<file path="config.mk">
export PLATFORM = sky130hd
export DESIGN_NAME = prog_loader
export DESIGN_NICKNAME = d
export VERILOG_FILES = /design/src/rtl/prog_loader.sv
export SDC_FILE = /design/constraint.sdc
export NUM_CORES = 1
export LEC_CHECK = 0
export ABC_AREA = 1
export CAP_MARGIN = 20
export CORE_ASPECT_RATIO = 1.5
export CORE_MARGIN = 5
export CORE_UTILIZATION = 49
export CTS_CLUSTER_SIZE = 25
export DETAILED_ROUTE_END_ITERATION = 10
export DONT_BUFFER_PORTS = 1
export HOLD_SLACK_MARGIN = 0.06
export PLACE_DENSITY = 0.64
export SYNTH_ARGS = -nofsm -noshare
export SYNTH_HDL_FRONTEND = slang
export SYNTH_SLANG_ARGS = --single-unit
</file>
<file path="constraint.sdc">
create_clock -name clk -period 1.98 [get_ports clk]
set_clock_uncertainty 0.05 [all_clocks]
set_input_delay 0.594 -clock clk [delete_from_list [all_inputs] [get_ports clk]]
set_output_delay 0.594 -clock clk [all_outputs]
set_load 0.01 [all_outputs]
</file>
<file path="src/rtl/prog_loader.sv">
// -----------------------------------------------------------------------------
// prog_loader
//
// Boot-time program loader placed in front of the CPU program memory.
// It receives a framed byte stream (MAGIC, LEN, LEN payload bytes, CHK),
// writes the payload into program memory from address 0 upwards, verifies
// the 8-bit checksum and then enables the CPU.
//
// Ports
//   clk        : system clock, rising edge
//   rst_n      : asynchronous active-low reset
//   in_valid   : upstream byte valid
//   in_data    : upstream byte
//   in_ready   : loader accepts a byte this cycle (low only while running)
//   reload     : single-cycle pulse; while running, returns to idle
//   mem_we     : program memory write enable (registered)
//   mem_addr   : program memory write address (registered)
//   mem_wdata  : program memory write data (registered)
//   cpu_run    : CPU enable, high only after a frame with a good checksum
//   load_done  : one-cycle pulse when the CPU is released
//   chk_err    : sticky flag, last frame failed its checksum
// -----------------------------------------------------------------------------
module prog_loader #(
    parameter logic [7:0] MAGIC  = 8'hA5,
    parameter int          ADDR_W = 8
) (
    input  logic              clk,
    input  logic              rst_n,
    input  logic              in_valid,
    input  logic [7:0]        in_data,
    output logic              in_ready,
    input  logic              reload,
    output logic              mem_we,
    output logic [ADDR_W-1:0] mem_addr,
    output logic [7:0]        mem_wdata,
    output logic              cpu_run,
    output logic              load_done,
    output logic              chk_err
);

    // One extra bit so the counter can hold a full 2^ADDR_W byte payload.
    localparam int CNT_W = ADDR_W + 1;

    typedef enum logic [2:0] {
        S_IDLE,
        S_LENGTH,
        S_DATA,
        S_CHECK,
        S_RUN,
        S_ERR
    } state_t;

    state_t              r_state;
    logic [CNT_W-1:0]    r_count;
    logic [7:0]          r_sum;
    logic [ADDR_W-1:0]   r_addr;

    logic                w_transfer;
    logic                w_is_magic;
    logic [CNT_W-1:0]    w_len;
    logic [7:0]          w_sum_next;

    assign in_ready   = (r_state != S_RUN);
    assign w_transfer = in_valid && in_ready;
    assign w_is_magic = (in_data == MAGIC);
    // A length byte of zero encodes the largest possible payload.
    assign w_len      = (in_data == 8'd0) ? (CNT_W'(1) << ADDR_W) : CNT_W'(in_data);
    // Running sum including the byte on the bus; used for data and checksum.
    assign w_sum_next = r_sum + in_data;

    // NOTE: sequential state is updated only with non-blocking assignments so
    // every register samples pre-edge values regardless of statement order.
    always_ff @(posedge clk or negedge rst_n) begin
        if (!rst_n) begin
            r_state   <= S_IDLE;
            r_count   <= '0;
            r_sum     <= '0;
            r_addr    <= '0;
            mem_we    <= 1'b0;
            mem_addr  <= '0;
            mem_wdata <= '0;
            cpu_run   <= 1'b0;
            load_done <= 1'b0;
            chk_err   <= 1'b0;
        end else begin
            // NOTE: pulse outputs get a default low here so each assertion
            // below lasts exactly one cycle without extra clearing logic.
            mem_we    <= 1'b0;
            load_done <= 1'b0;

            case (r_state)
                S_IDLE: begin
                    // Non-MAGIC bytes are accepted and dropped.
                    if (w_transfer && w_is_magic) r_state <= S_LENGTH;
                end

                S_LENGTH: begin
                    if (w_transfer) begin
                        r_count <= w_len;
                        r_sum   <= '0;
                        r_addr  <= '0;
                        r_state <= S_DATA;
                    end
                end

                S_DATA: begin
                    if (w_transfer) begin
                        mem_we    <= 1'b1;
                        mem_addr  <= r_addr;
                        mem_wdata <= in_data;
                        // Wraps to 0 after a full-size payload; harmless since
                        // no further write follows in this frame.
                        r_addr    <= r_addr + ADDR_W'(1);
                        r_sum     <= w_sum_next;
                        r_count   <= r_count - CNT_W'(1);
                        if (r_count == CNT_W'(1)) r_state <= S_CHECK;
                    end
                end

                S_CHECK: begin
                    if (w_transfer) begin
                        if (w_sum_next == 8'd0) begin
                            r_state   <= S_RUN;
                            cpu_run   <= 1'b1;
                            load_done <= 1'b1;
                            chk_err   <= 1'b0;
                        end else begin
                            r_state   <= S_ERR;
                            chk_err   <= 1'b1;
                        end
                    end
                end

                S_RUN: begin
                    if (reload) begin
                        r_state <= S_IDLE;
                        cpu_run <= 1'b0;
                    end
                end

                S_ERR: begin
                    // Only a fresh MAGIC restarts loading and clears the error.
                    if (w_transfer && w_is_magic) begin
                        r_state <= S_LENGTH;
                        chk_err <= 1'b0;
                    end
                end

                default: begin
                    r_state <= S_IDLE;
                    cpu_run <= 1'b0;
                end
            endcase
        end
    end

endmodule

</file>
=== Word level (Yosys, flattened, before mapping) ===
Index checks and enable logic that the tools add are counted.

* Flip-flop bits (word level): 48
* Output and inout port bits: 21
* Word-level logic and storage cells: 74

* Add/subtract/negate cells: 3
* Equality and inequality tests: 16
* Multiplexer cells: 30
* Bitwise operators: 1
* Reduce and logical (&&, ||, !) cells: 14

{| class="wikitable"
|+ Operators with widths
! operator !! number
|-
| $pmux W8 S2 || 2
|-
| $mux W9 || 3
|-
| $mux W8 || 3
|-
| $mux W3 || 6
|-
| $pmux W9 S2 || 1
|-
| $logic_not A8 Y1 || 2
|-
| $pmux W3 S5 || 1
|-
| $ne A2 B2 Y1 const B || 7
|-
| $mux W1 || 12
|-
| $eq A9 B1 Y1 const B || 1
|-
| $sub A9 B1 Y9 const B || 1
|-
| $add A8 B1 Y8 const B || 1
|-
| $add A8 B8 Y8 || 1
|-
| $eq A8 B8 Y1 const B || 1
|-
| $eq A3 B2 Y1 const B || 2
|-
| $eq A3 B3 Y1 const B || 2
|-
| $reduce_and A3 Y1 || 2
|-
| $reduce_and A6 Y1 || 1
|-
| $reduce_and A4 Y1 || 1
|-
| $reduce_bool A2 Y1 || 2
|-
| $reduce_or A4 Y1 || 1
|-
| $eq A3 B1 Y1 const B || 1
|-
| $logic_not A3 Y1 || 1
|-
| $ne A3 B3 Y1 const B || 1
|-
| 7 further kinds || 8
|}

=== Depth between registers and ports, before layout ===
Gate-level depths: netlist of the first run.

* Word-level depth: 5
* Gate-level depth with buffers: 14

=== Least setup slack after synthesis of the first run ===
Ideal clock, no wire load.

* Kind: in2reg
* From: in in_data[0]
* To: reg cpu_run
* Setup time: 0.117 ns
* Arrival: 1.964 ns
* Slack: -0.150 ns
* Cell stages on the path: 14
* Buffers on the path: 0
* Path through: ha_1 -> fa_1 -> nand2_1 -> nand2_1 -> nand3_2 -> nand2_1 -> nand2_1 -> nand2_1 -> nor2_1 -> nand2_2 -> nand2_2 -> nand2_1 -> nand2_1 -> nand2_1

* Longest elaborated chain between the ends: 4

{| class="wikitable"
|+ Ends and longest elaborated chain
! element !! line !! source
|-
| start, declared || 30 || <nowiki>input logic [7:0] in_data,</nowiki>
|-
| $add A8 B8 Y8 || 69 || <nowiki>assign w_sum_next = r_sum + in_data;</nowiki>
|-
| $logic_not A8 Y1 || 122 || <nowiki>if (w_sum_next == 8'd0) begin</nowiki>
|-
| $ne A2 B2 Y1 (no source line) || n/a ||
|-
| $reduce_and A4 Y1 (no source line) || n/a ||
|-
| end signal, assigned || 82 || <nowiki>cpu_run <= 1'b0;</nowiki>
|-
| end signal, assigned || 124 || <nowiki>cpu_run <= 1'b1;</nowiki>
|-
| end signal, assigned || 137 || <nowiki>cpu_run <= 1'b0;</nowiki>
|-
| end, declared || 36 || <nowiki>output logic cpu_run,</nowiki>
|}

Every way passes these cells.
A chain may end at the register's enable or synchronous reset.

=== Worst setup path in the final report of the first run ===
* From: reg r_sum[0]
* To: reg r_state[0]

* Longest elaborated chain between the ends: 5

{| class="wikitable"
|+ Ends and longest elaborated chain
! element !! line !! source
|-
| start, declared || 55 || <nowiki>logic [7:0] r_sum;</nowiki>
|-
| start signal, assigned || 114 || <nowiki>r_sum <= w_sum_next;</nowiki>
|-
| $add A8 B8 Y8 || 69 ||
|-
| $logic_not A8 Y1 || 122 ||
|-
| $mux W1 || 122 ||
|-
| $mux W3 || 121 || <nowiki>if (w_transfer) begin</nowiki>
|-
| $pmux W3 S5 || 91 || <nowiki>case (r_state)</nowiki>
|-
| end signal, assigned || 94 || <nowiki>if (w_transfer && w_is_magic) r_state <= S_LENGTH;</nowiki>
|-
| end signal, assigned || 123 || <nowiki>r_state <= S_RUN;</nowiki>
|-
| end signal, assigned || 128 || <nowiki>r_state <= S_ERR;</nowiki>
|-
| end, declared || 53 || <nowiki>state_t r_state;</nowiki>
|}

Every way passes these cells. The select of a mux whose other input is x is not followed.

==> results of run 1 <==
metrics by stage:
stage | total power, mW | hold WS [ns] | std cells
3_3_place_gp | 3.445 | 0.2498 | 411
3_5_place_dp | 3.493 | 0.2498 | 411
4_1_cts | 4.270 | 0.07352 | 420
6_report | 4.263 | 0.06573 | 420
2_1_floorplan | 2.993 | 0.2484 | 334
5_1_grt | 4.641 | 0.07503 | 420
layer usage:
layer / share of wire (%) / GRT usage, %
met1: 40 / 22.12
met2: 52 / 34.99
met3: 4.3 / 3.006
met5: 0 / 0
met4: 3.3 / 9.587
synth_stat cells, drive strengths merged (2+ instances only):
library cell,number
dfrtp,48
a22o,5
a32o,2
nor4,3
inv,48
a21oi,13
o22ai,3
buf,8
ha,10
nor3,3
nand3,27
o21ai,40
nand2,81
o211ai,2
nor2,33
state kept, by name (all words and copies together), names as in the netlist:
signal	count
r_count	9
mem_addr	8
mem_wdata	8
r_addr	8
r_sum	8
r_state	3
chk_err	1
cpu_run	1
load_done	1
mem_we	1
what timing repair did:
item                                   CTS  global route
gates resized for setup                  0             5
endpoints found under the hold margin   48             0
setup endpoints to repair                2             2
pin swaps                                2             1
cloned                                   0             0
hold buffers                             1             0
path summary, 6_finish.rpt:
kind | endpoint
max | r_state[0]$_DFFE_PN0P_
min | r_sum[4]$_DFFE_PN0P_
max reg2reg | r_state[0]$_DFFE_PN0P_
min reg2reg | r_sum[4]$_DFFE_PN0P_
max in group asynchronous | r_count[0]$_DFFE_PN0P_
min in group clk | mem_wdata[1]$_DFFE_PN0P_
kinds of logic (layout without fill, tap and decap cells):
logic type      Yosys count  in the layout  synth area share, %
compound gates           68             68                14.63
xor+xnor                  2              2               0.6565
fa+ha+maj                11             11                5.438
buf+inv                  56             72                8.579
flops                    48             48                45.01
simple gates            149            149                25.69
cell type report:
| class | count | area (sq um) |
|---|---|---|
| Fill cell | 531 | 2366 |
| Multi-Input combinational cell | 230 | 1275 |
| Sequential cell | 48 | 1201 |
| Inverter | 48 | 182.7 |
| Timing Repair Buffer | 16 | 140.1 |
| Tap cell | 70 | 87.58 |
| Clock buffer | 5 | 68.82 |
| Clock inverter | 3 | 46.29 |
worst reg2reg max path, delay by kind of cell (launching register included):
kind          cells  cell delay [ns]
flops             1             0.42
fa+ha+maj         2             0.54
simple gates     12             0.83
power groups by stage:
stage	combinational (mW)	clock [mW]	sequential (mW)
final	1.81	0.748	1.71
after global routing	2.08	0.802	1.76
after CTS	1.80	0.759	1.71
after detailed placement	1.76	0	1.73
after global placement	1.72	0	1.72
after floorplan	1.35	0	1.65
==> summary.md, run 1 <==
| Metric | Value |
|---|---|
| Top_reg_cell synth | `dfrtp_1` |
| First-pass GRT wire length | `~11 mm` |
| # port buffers | `0` |
| Final Critical Period | `1.942 ns` |
| Starting Density | `between 40% and 50%` |
| Final Cycle Share | `a little over nine tenths` |
| Commonest non-fill, non-tap cell in the layout | `nand2_1` |
| Placed Area | `0.002838 sq mm` |
| Max Freq | `515.0 MHz` |
| Num CTS Buffers | `5` |
| Most frequent cells in the layout | `nand2_1 (75), dfrtp_1 (48), inv_1 (39), nor2_1 (29), nand3_1 (23)` |
| Final WL | `6.335 mm` |
| Vias | `2250` |
| Arrival time at the worst endpoint | `2.10 ns` |
| CP Cell Sequence | `ha_4 -> fa_2 -> nand2_2 -> nand2_2 -> nand3_2 -> nand2_1 -> nand2_1 -> nand2_1 -> nor2_1 -> nand2_2 -> nand2_2 -> nand2_1 -> nand2_1 -> nand2_1` |
| H-tree Lvls | `2` |
| Pre-CTS WS | `-0.1754 ns` |
| Crit path max fanout | `3` |
| YS warnings | `0` |
| Initial DRT Pass Iterations | `4` |
| Num rows | `33` |
| Final setup violation count | `0` |
| GRT overflow | `0` |
| Die H | `100.4 um` |
| RR Startpoint | `r_sum[0]$_DFFE_PN0P_` |
| Post-synth net total | `357` |
| N_diodes | `0` |
| Netlist cell types | `35` |
| Initial DRC count | `123` |
| Largest area contributor in the synthesized netlist | `dfrtp_1` |
| Synth Area per Inst | `roughly 8.0 sq um` |
| Hold Violations, Final | `0` |
| DRC violations left | `0` |
| Int Power | `2.443 mW` |
| TNS Setup | `0 ns` |
| Area delta synth->final | `12.47%` |
| Worst R2R Setup Slack | `0.04 ns` |
| Critical path's largest stage delay | `0.42 ns` |
| WP depth | `14` |
| Final #Nets | `372` |
| Worst EP required | `2.14 ns` |
| CTS root buffer | `clkbuf_8` |
| Clock transition at the registers of the reported paths | `~0.10 ns` |
| Final ANT Viol Nets | `0` |
| Critical Path Sink Type | `flip-flop` |
| Register share of total power | `around two fifths` |
| Post-Route Utilization | `55.92%` |
| Die area | `a little over 0.007 sq mm` |
| Number of global-route vias before repair | `between 2000 and 2500` |
| Most used cell, CP | `nand2_1` |
| Crit path from | `r_sum[0]$_DFFE_PN0P_` |
| Post-DP HPWL | `~4.7 mm` |
| Sw Share | `42.69%` |
| Chip width | `70.26 um` |
| Lkg Pwr | `1.480 nW` |
| Io pins | `33` |
| Core area | `0.005368 sq mm` |
| Worst Hold Class | `in -> async` |
| Status | `complete, no violations` |
| Clock sink count | `48` |
| RSZ-0062 raised after global routing | `yes` |
| Post-synthesis sequential area ratio | `between 40% and 50%` |
| Synthesis-stage register bit count | `48` |
| WL/cell | `15.08 um` |
| Worst slew pin tran | `0.4182 ns` |
| CP top delay family | `simple AND/OR/NAND/NOR gates` |
| Rel. slew slack | `71.86%` |
| MaxCap Viol Count | `0` |
| Post-CTS Setup Repair Bufs | `0` |
| Routability cong. | `roughly 0.88` |
| CP bufs+invs | `0` |
| Crit Path Class | `reg -> reg` |
| Ranking of synthesized cells by area | `dfrtp_1 (45%), nand2_1 (11%), inv_1 (5.5%)` |
| Sw power | `1.820 mW` |
| Gate Count Post-Synth | `334` |
| Final worst slack | `0.03820 ns` |
| Number of synthesized flops with an enable pin | `0` |
| Pwr dens | `1420 mW/mm^2` |
| Yosys top cell area share | `a little under half` |
| Initial antenna violation count | `0` |
| Clock buffer depth | `2` |
| Vias per cell | `5.357` |
| Largest net degree at the start of global routing | `49` |
| Design Area, Final | `0.003002 sq mm` |
| CP Launch Type | `flip-flop` |
| CTS tree | `yes` |
| Ys async rst share | `100.0%` |
| Post-Syn Area | `about 0.0027 sq mm` |
| Peak VDD IR | `791.3 uV` |
| Clock latency on the worst-skew pair | `0.31 ns` |
| Pins Over Slew Limit | `0` |
| Clock Power Share | `between 15 and 20%` |
| Fraction of layout cells with a size suffix above 1 | `15.14%` |
| Reg2Reg Depth | `14` |
| Worst path slowest cell | `dfrtp_1` |
| Total track usage | `about a fifth` |
| Comb pwr share | `42.4%` |
No activity file was read; power rests on OpenSTA's default activity.
==> run 2: changes to the inputs <==
- CAP_MARGIN: 20 -> 15
- CORE_UTILIZATION: 49 -> 57
- PLACE_DENSITY: 0.64 -> 0.73
- RECOVER_POWER: default -> 100
==> summary.md, run 2 (synthesized netlist as in run 1, its figures left out) <==
| Metric | Value |
|---|---|
| Status | `complete, no violations` |
| Vias per cell | `5.482` |
| GRT overflow | `0` |
| Arrival time at the worst endpoint | `2.12 ns` |
| Final ANT Viol Nets | `0` |
| FF-to-FF End | `cpu_run$_DFFE_PN0P_` |
| Final #Nets | `371` |
| CP bufs+invs | `0` |
| Pwr dens | `1421 mW/mm^2` |
| Worst R2R Setup Slack | `roughly 0.0078 ns` |
| RSZ-0062 raised after global routing | `yes` |
| Clock Power Share | `16.7%` |
| Core area | `0.004542 sq mm` |
| Reg2Reg Depth | `14` |
| N_diodes | `0` |
| CTS tree | `yes` |
| MaxCap Viol Count | `0` |
| Num rows | `30` |
| Die area | `0.006179 sq mm` |
| Die H | `93.81 um` |
| Fraction of layout cells with a size suffix above 1 | `between 10% and 20%` |
| Initial DRC count | `117` |
| Num CTS Buffers | `5` |
| Io pins | `33` |
| Sw power | `1.764 mW` |
| Design Area, Final | `0.002932 sq mm` |
| CP Launch Type | `flip-flop` |
| Commonest non-fill, non-tap cell in the layout | `nand2_1` |
| Starting Density | `between 50% and 60%` |
| Most frequent cells in the layout | `nand2_1 (76), dfrtp_1 (48), inv_1 (42), nor2_1 (27), nand3_1 (24)` |
| Chip width | `65.87 um` |
| Comb pwr share | `42.4%` |
| WHS Path Cells | `2` |
| Critical Path Sink Type | `flip-flop` |
| Crit path max fanout | `3` |
| Final WL | `~6.1 mm` |
| Final setup violation count | `0` |
| Sw Share | `42.36%` |
| Initial DRT Pass Iterations | `5` |
| Number of global-route vias before repair | `2235` |
| CP Cell Sequence | `ha_4 -> fa_2 -> nand2_1 -> nand2_1 -> nand3_2 -> nand2_1 -> nand2_1 -> nand2_2 -> nor2_2 -> nand2_2 -> nand2_2 -> nand2_1 -> nand2_1 -> nand2_1` |
| Crit Path Class | `reg -> reg` |
| Placed Area | `0.002815 sq mm` |
| Clock latency on the worst-skew pair | `0.30 ns` |
| Largest register FFs | `9` |
| CTS root buffer | `clkbuf_8` |
| Final Critical Period | `~2 ns` |
| CP top delay family | `simple AND/OR/NAND/NOR gates` |
| H-tree Lvls | `2` |
| Lkg Pwr | `1.464 nW` |
| First-pass GRT wire length | `10.41 mm` |
| Hold wc startpoint | `in_data[5]` |
| Most used cell, CP | `nand2_1` |
| Clock sink count | `48` |
| Final Cycle Share | `99.61%` |
| Clock buffer depth | `2` |
| Worst path slowest cell | `dfrtp_1` |
| Peak VDD IR | `952.2 uV` |
| Hold Path Sink | `mem_wdata[5]$_DFFE_PN0P_` |
| Area delta synth->final | `9.845%` |
| # port buffers | `0` |
| Int Power | `about 2.4 mW` |
| Initial antenna violation count | `0` |
| Routability cong. | `around 0.9` |
| Largest Register | `r_count` |
| Worst Hold Class | `in -> reg` |
| Largest net degree at the start of global routing | `49` |
| Worst EP required | `about 2.1 ns` |
| Max Freq | `a little over 500 MHz` |
| Crit path from | `r_sum[0]$_DFFE_PN0P_` |
| Pins Over Slew Limit | `0` |
| Rel. slew slack | `23.02%` |
| Critical path's largest stage delay | `about 0.42 ns` |
| Vias | `2264` |
| RR Startpoint | `r_sum[0]$_DFFE_PN0P_` |
| Post-DP HPWL | `4.492 mm` |
| Post-Route Utilization | `64.55%` |
| Hold Violations, Final | `0` |
| Register share of total power | `40.9%` |
| Worst slew pin tran | `1.155 ns` |
| Total track usage | `21.58%` |
| WL/cell | `about 15 um` |
| DRC violations left | `0` |
| Clock transition at the registers of the reported paths | `0.09 ns` |
## run 2: cell types whose count changed in the layout (fill, tap and decap cells not counted), sizes merged
cell      change
buf           -4
inv           -1
clkinvlp      -1
clkbuf        +4
clkinv        +1
## run 2: cell type report
type | instances | area, sq um
well taps | 64 | 80.08
multi-input cells | 230 | 1256
flip-flops and latches | 48 | 1201
inverters | 48 | 182.7
repair buffers | 15 | 103.9
clock inverters | 2 | 35.03
clock buffers | 6 | 72.57
fillers | 406 | 1610
## run 2: per-stage QoR
stage / power, mW / TNS (ns) / setup WS [ns] / hold WS (ns) / instances
3_5_place_dp: 3.470 / -0.5183 / -0.1857 / 0.2496 / 403
2_1_floorplan: 2.993 / -0.1167 / -0.05999 / 0.2484 / 334
4_1_cts: 4.200 / 0 / 0.01756 / 0.08680 / 412
6_report: 4.165 / 0 / 0.007770 / 0.3561 / 413
5_1_grt: 4.541 / -1.407 / -0.1369 / 0.3420 / 413
3_3_place_gp: 3.408 / -0.3565 / -0.1457 / 0.2496 / 403
## run 2: layer usage
metal / up-vias / share of wire [%] / track usage (%)
li1: 1120 / - / -
met1: 1092 / 41 / 26.59
met2: 39 / 52 / 36.65
met3: 13 / 4.6 / 4.671
met4: 0 / 2.2 / 7.439
met5: - / 0 / 0
## run 2: power by group through the flow
stage,Combinational (mW),Clock (mW),Sequential [mW]
4_1_cts,1.77,0.714,1.71
3_3_place_gp,1.69,0,1.71
3_5_place_dp,1.74,0,1.73
5_1_grt,2.03,0.752,1.76
2_1_floorplan,1.35,0,1.65
6_report,1.77,0.694,1.71
## run 2: worst max path at each step
stage / endpoint / slack, ns / cells after the start
finish: cpu_run$_DFFE_PN0P_ / 0.008 / 14
global route: cpu_run$_DFFE_PN0P_ / -0.14 / 14
CTS: cpu_run$_DFFE_PN0P_ / 0.02 / 14
detailed placement: cpu_run$_DFFE_PN0P_ / -0.19 / 14
global placement: r_state[0]$_DFFE_PN0P_ / -0.15 / 11
floorplan: cpu_run$_DFFE_PN0P_ / -0.06 / 14
## run 2: worst reg2reg max path: cells and delay by family (launching register included)
kind / cells / cell delay, ns
and+or+nand+nor: 12 / 0.86
adders and majority gates: 2 / 0.53
DFF: 1 / 0.42
## run 2: what timing repair did
action                                  CTS  global route
gates cloned                              0             0
setup buffers                             0             1
gates resized for setup                   0             3
pin swaps                                 3             0
hold buffers                              1             0
endpoints found under the setup margin    2             3
endpoints found under the hold margin    48             0
==> run 3: changes to the inputs <==
- PLACE_DENSITY: 0.73 -> 0.71
==> summary.md, run 3 (synthesized netlist as in run 1, its figures left out) <==
| Metric | Value |
|---|---|
| Final worst slack | `0.02580 ns` |
| Total track usage | `22.99%` |
| GRT overflow | `0` |
| Worst EP required | `about 2.1 ns` |
| Initial antenna violation count | `0` |
| Pwr dens | `1434 mW/mm^2` |
| Clock transition at the registers of the reported paths | `0.09 ns` |
| Number of global-route vias before repair | `2280` |
| Clock latency on the worst-skew pair | `0.31 ns` |
| Total Power | `4.216 mW` |
| Die area | `0.006179 sq mm` |
| CTS root buffer | `clkbuf_8` |
| Routability cong. | `0.8623` |
| Fraction of layout cells with a size suffix above 1 | `14.08%` |
| Worst Hold Class | `in -> reg` |
| # fillers | `~400` |
| Die H | `93.81 um` |
| WL/cell | `15.02 um` |
| Crit Path Class | `reg -> reg` |
| Largest net degree at the start of global routing | `49` |
| Crit path max fanout | `3` |
| Arrival time at the worst endpoint | `2.10 ns` |
| Num rows | `30` |
| Pre-CTS WS | `-0.1776 ns` |
| Core area | `~0.0045 sq mm` |
| Post-DP HPWL | `between 4 and 5 mm` |
| Peak VDD IR | `701.4 uV` |
| Largest Register | `r_count` |
| Starting Density | `58.76%` |
| Worst slew pin tran | `1.194 ns` |
| Final #Nets | `370` |
| CTS tree | `yes` |
| Chip width | `65.87 um` |
| MaxCap Viol Count | `0` |
| Max Freq | `511.7 MHz` |
| Vias per cell | `5.517` |
| Post-CTS Setup Repair Bufs | `0` |
| Clock buffer depth | `2` |
| Final Cycle Share | `between 90 and 100%` |
| Most frequent cells in the layout | `nand2_1 (73), dfrtp_1 (48), inv_1 (41), nor2_1 (27), nand3_1 (24)` |
| Num CTS Buffers | `5` |
| Final setup violation count | `0` |
| RSZ-0062 raised after global routing | `yes` |
| Initial DRT Pass Iterations | `4` |
| Rel. slew slack | `20.38%` |
| Area delta synth->final | `10.13%` |
| Critical Path Sink Type | `flip-flop` |
| CP Launch Type | `flip-flop` |
| Io pins | `33` |
| Initial DRC count | `198` |
| Commonest non-fill, non-tap cell in the layout | `nand2_1` |
| Lkg Pwr | `1.456 nW` |
| N_diodes | `0` |
| Final WL | `6.188 mm` |
| TNS Setup | `0 ns` |
| Final ANT Viol Nets | `0` |
| Hold Violations, Final | `0` |
| Pins Over Slew Limit | `0` |
| Final Critical Period | `between 1.5 and 2 ns` |
| Vias | `2273` |
| Clock sink count | `between 40 and 50` |
| First-pass GRT wire length | `around 11 mm` |
| H-tree Lvls | `2` |
| DRC violations left | `0` |
| # port buffers | `0` |
| Status | `complete, no violations` |
| Largest register FFs | `9` |
-- run 3: cell count changes in the layout (fill, tap and decap cells not counted), sizes merged --
cell      change
clkinv        -1
clkbuf        -1
clkinvlp      +1
inv           +1
buf           -1
-- run 3: routing by layer --
metal	share of wire, %	vias up	track usage, %
met1	40	1086	28.21
met4	2.9	0	8.824
li1	-	1115	-
met5	0	-	0
met3	5.0	15	5.509
met2	52	57	38.41
-- run 3: report_power, final --
group / switching [mW] / total (mW) / internal, mW
logic: 1.10 / 1.78 / 0.684
clock network: 0.354 / 0.735 / 0.381
registers: 0.358 / 1.70 / 1.34
total: 1.81 / 4.22 / 2.40
-- run 3: worst paths after layout --
path | end | cells past startpoint | startpoint | slack (ns)
max in group asynchronous | r_count[6]$_DFFE_PN0P_ | 1 | rst_n | 0.69
min in group asynchronous | r_sum[6]$_DFFE_PN0P_ | 1 | rst_n | 0.47
setup / recovery | cpu_run$_DFFE_PN0P_ | 11 | r_sum[0]$_DFFE_PN0P_ | 0.03
hold / removal | mem_wdata[1]$_DFFE_PN0P_ | 2 | in_data[1] | 0.35
hold reg to reg | r_addr[7]$_DFFE_PN0P_ | 2 | r_addr[7]$_DFFE_PN0P_ | 0.46
setup reg to reg | cpu_run$_DFFE_PN0P_ | 11 | r_sum[0]$_DFFE_PN0P_ | 0.03
-- run 3: area by class of cell --
class / instances / area (sq um) / share of cell area [%]
Clock buffer: 5 / 68.82 / 2.341
Tap cell: 64 / 80.08 / 2.725
Multi-Input combinational cell: 230 / 1264 / 43.00
Sequential cell: 48 / 1201 / 40.87
Timing Repair Buffer: 14 / 96.34 / 3.278
Inverter: 48 / 182.7 / 6.215
Clock inverter: 3 / 46.29 / 1.575
-- run 3: critical path, stage by stage (launching register included) --
cell and delay [ns]:
dfrtp_1 0.42, ha_4 0.17, fa_2 0.37, xor2_1 0.19, nor2_1 0.10, nand3_1 0.10, nor2_2 0.13, nand2_2 0.10
nand2_2 0.09, nand2_1 0.05, nand2_1 0.05, nand2_1 0.04
-- run 3: stage by stage --
step / std cells / area (sq um) / util [%] / hold slack [ns]
3_5_place_dp: 403 / 2815 / 61.98 / 0.2497
2_1_floorplan: 334 / 2684 / - / 0.2484
4_1_cts: 412 / 2958 / 65.12 / 0.08520
5_1_grt: 412 / 2939 / 64.71 / 0.3471
6_report: 412 / 2939 / 64.71 / 0.3474
3_3_place_gp: 403 / 2815 / 61.98 / 0.2495
-- run 3: timing repair --
action | in CTS | in global routing
hold buffers | 1 | 0
gates resized for setup | 0 | 7
setup endpoints to repair | 2 | 3
pin swaps | 2 | 2
endpoints found under the hold margin | 48 | 0
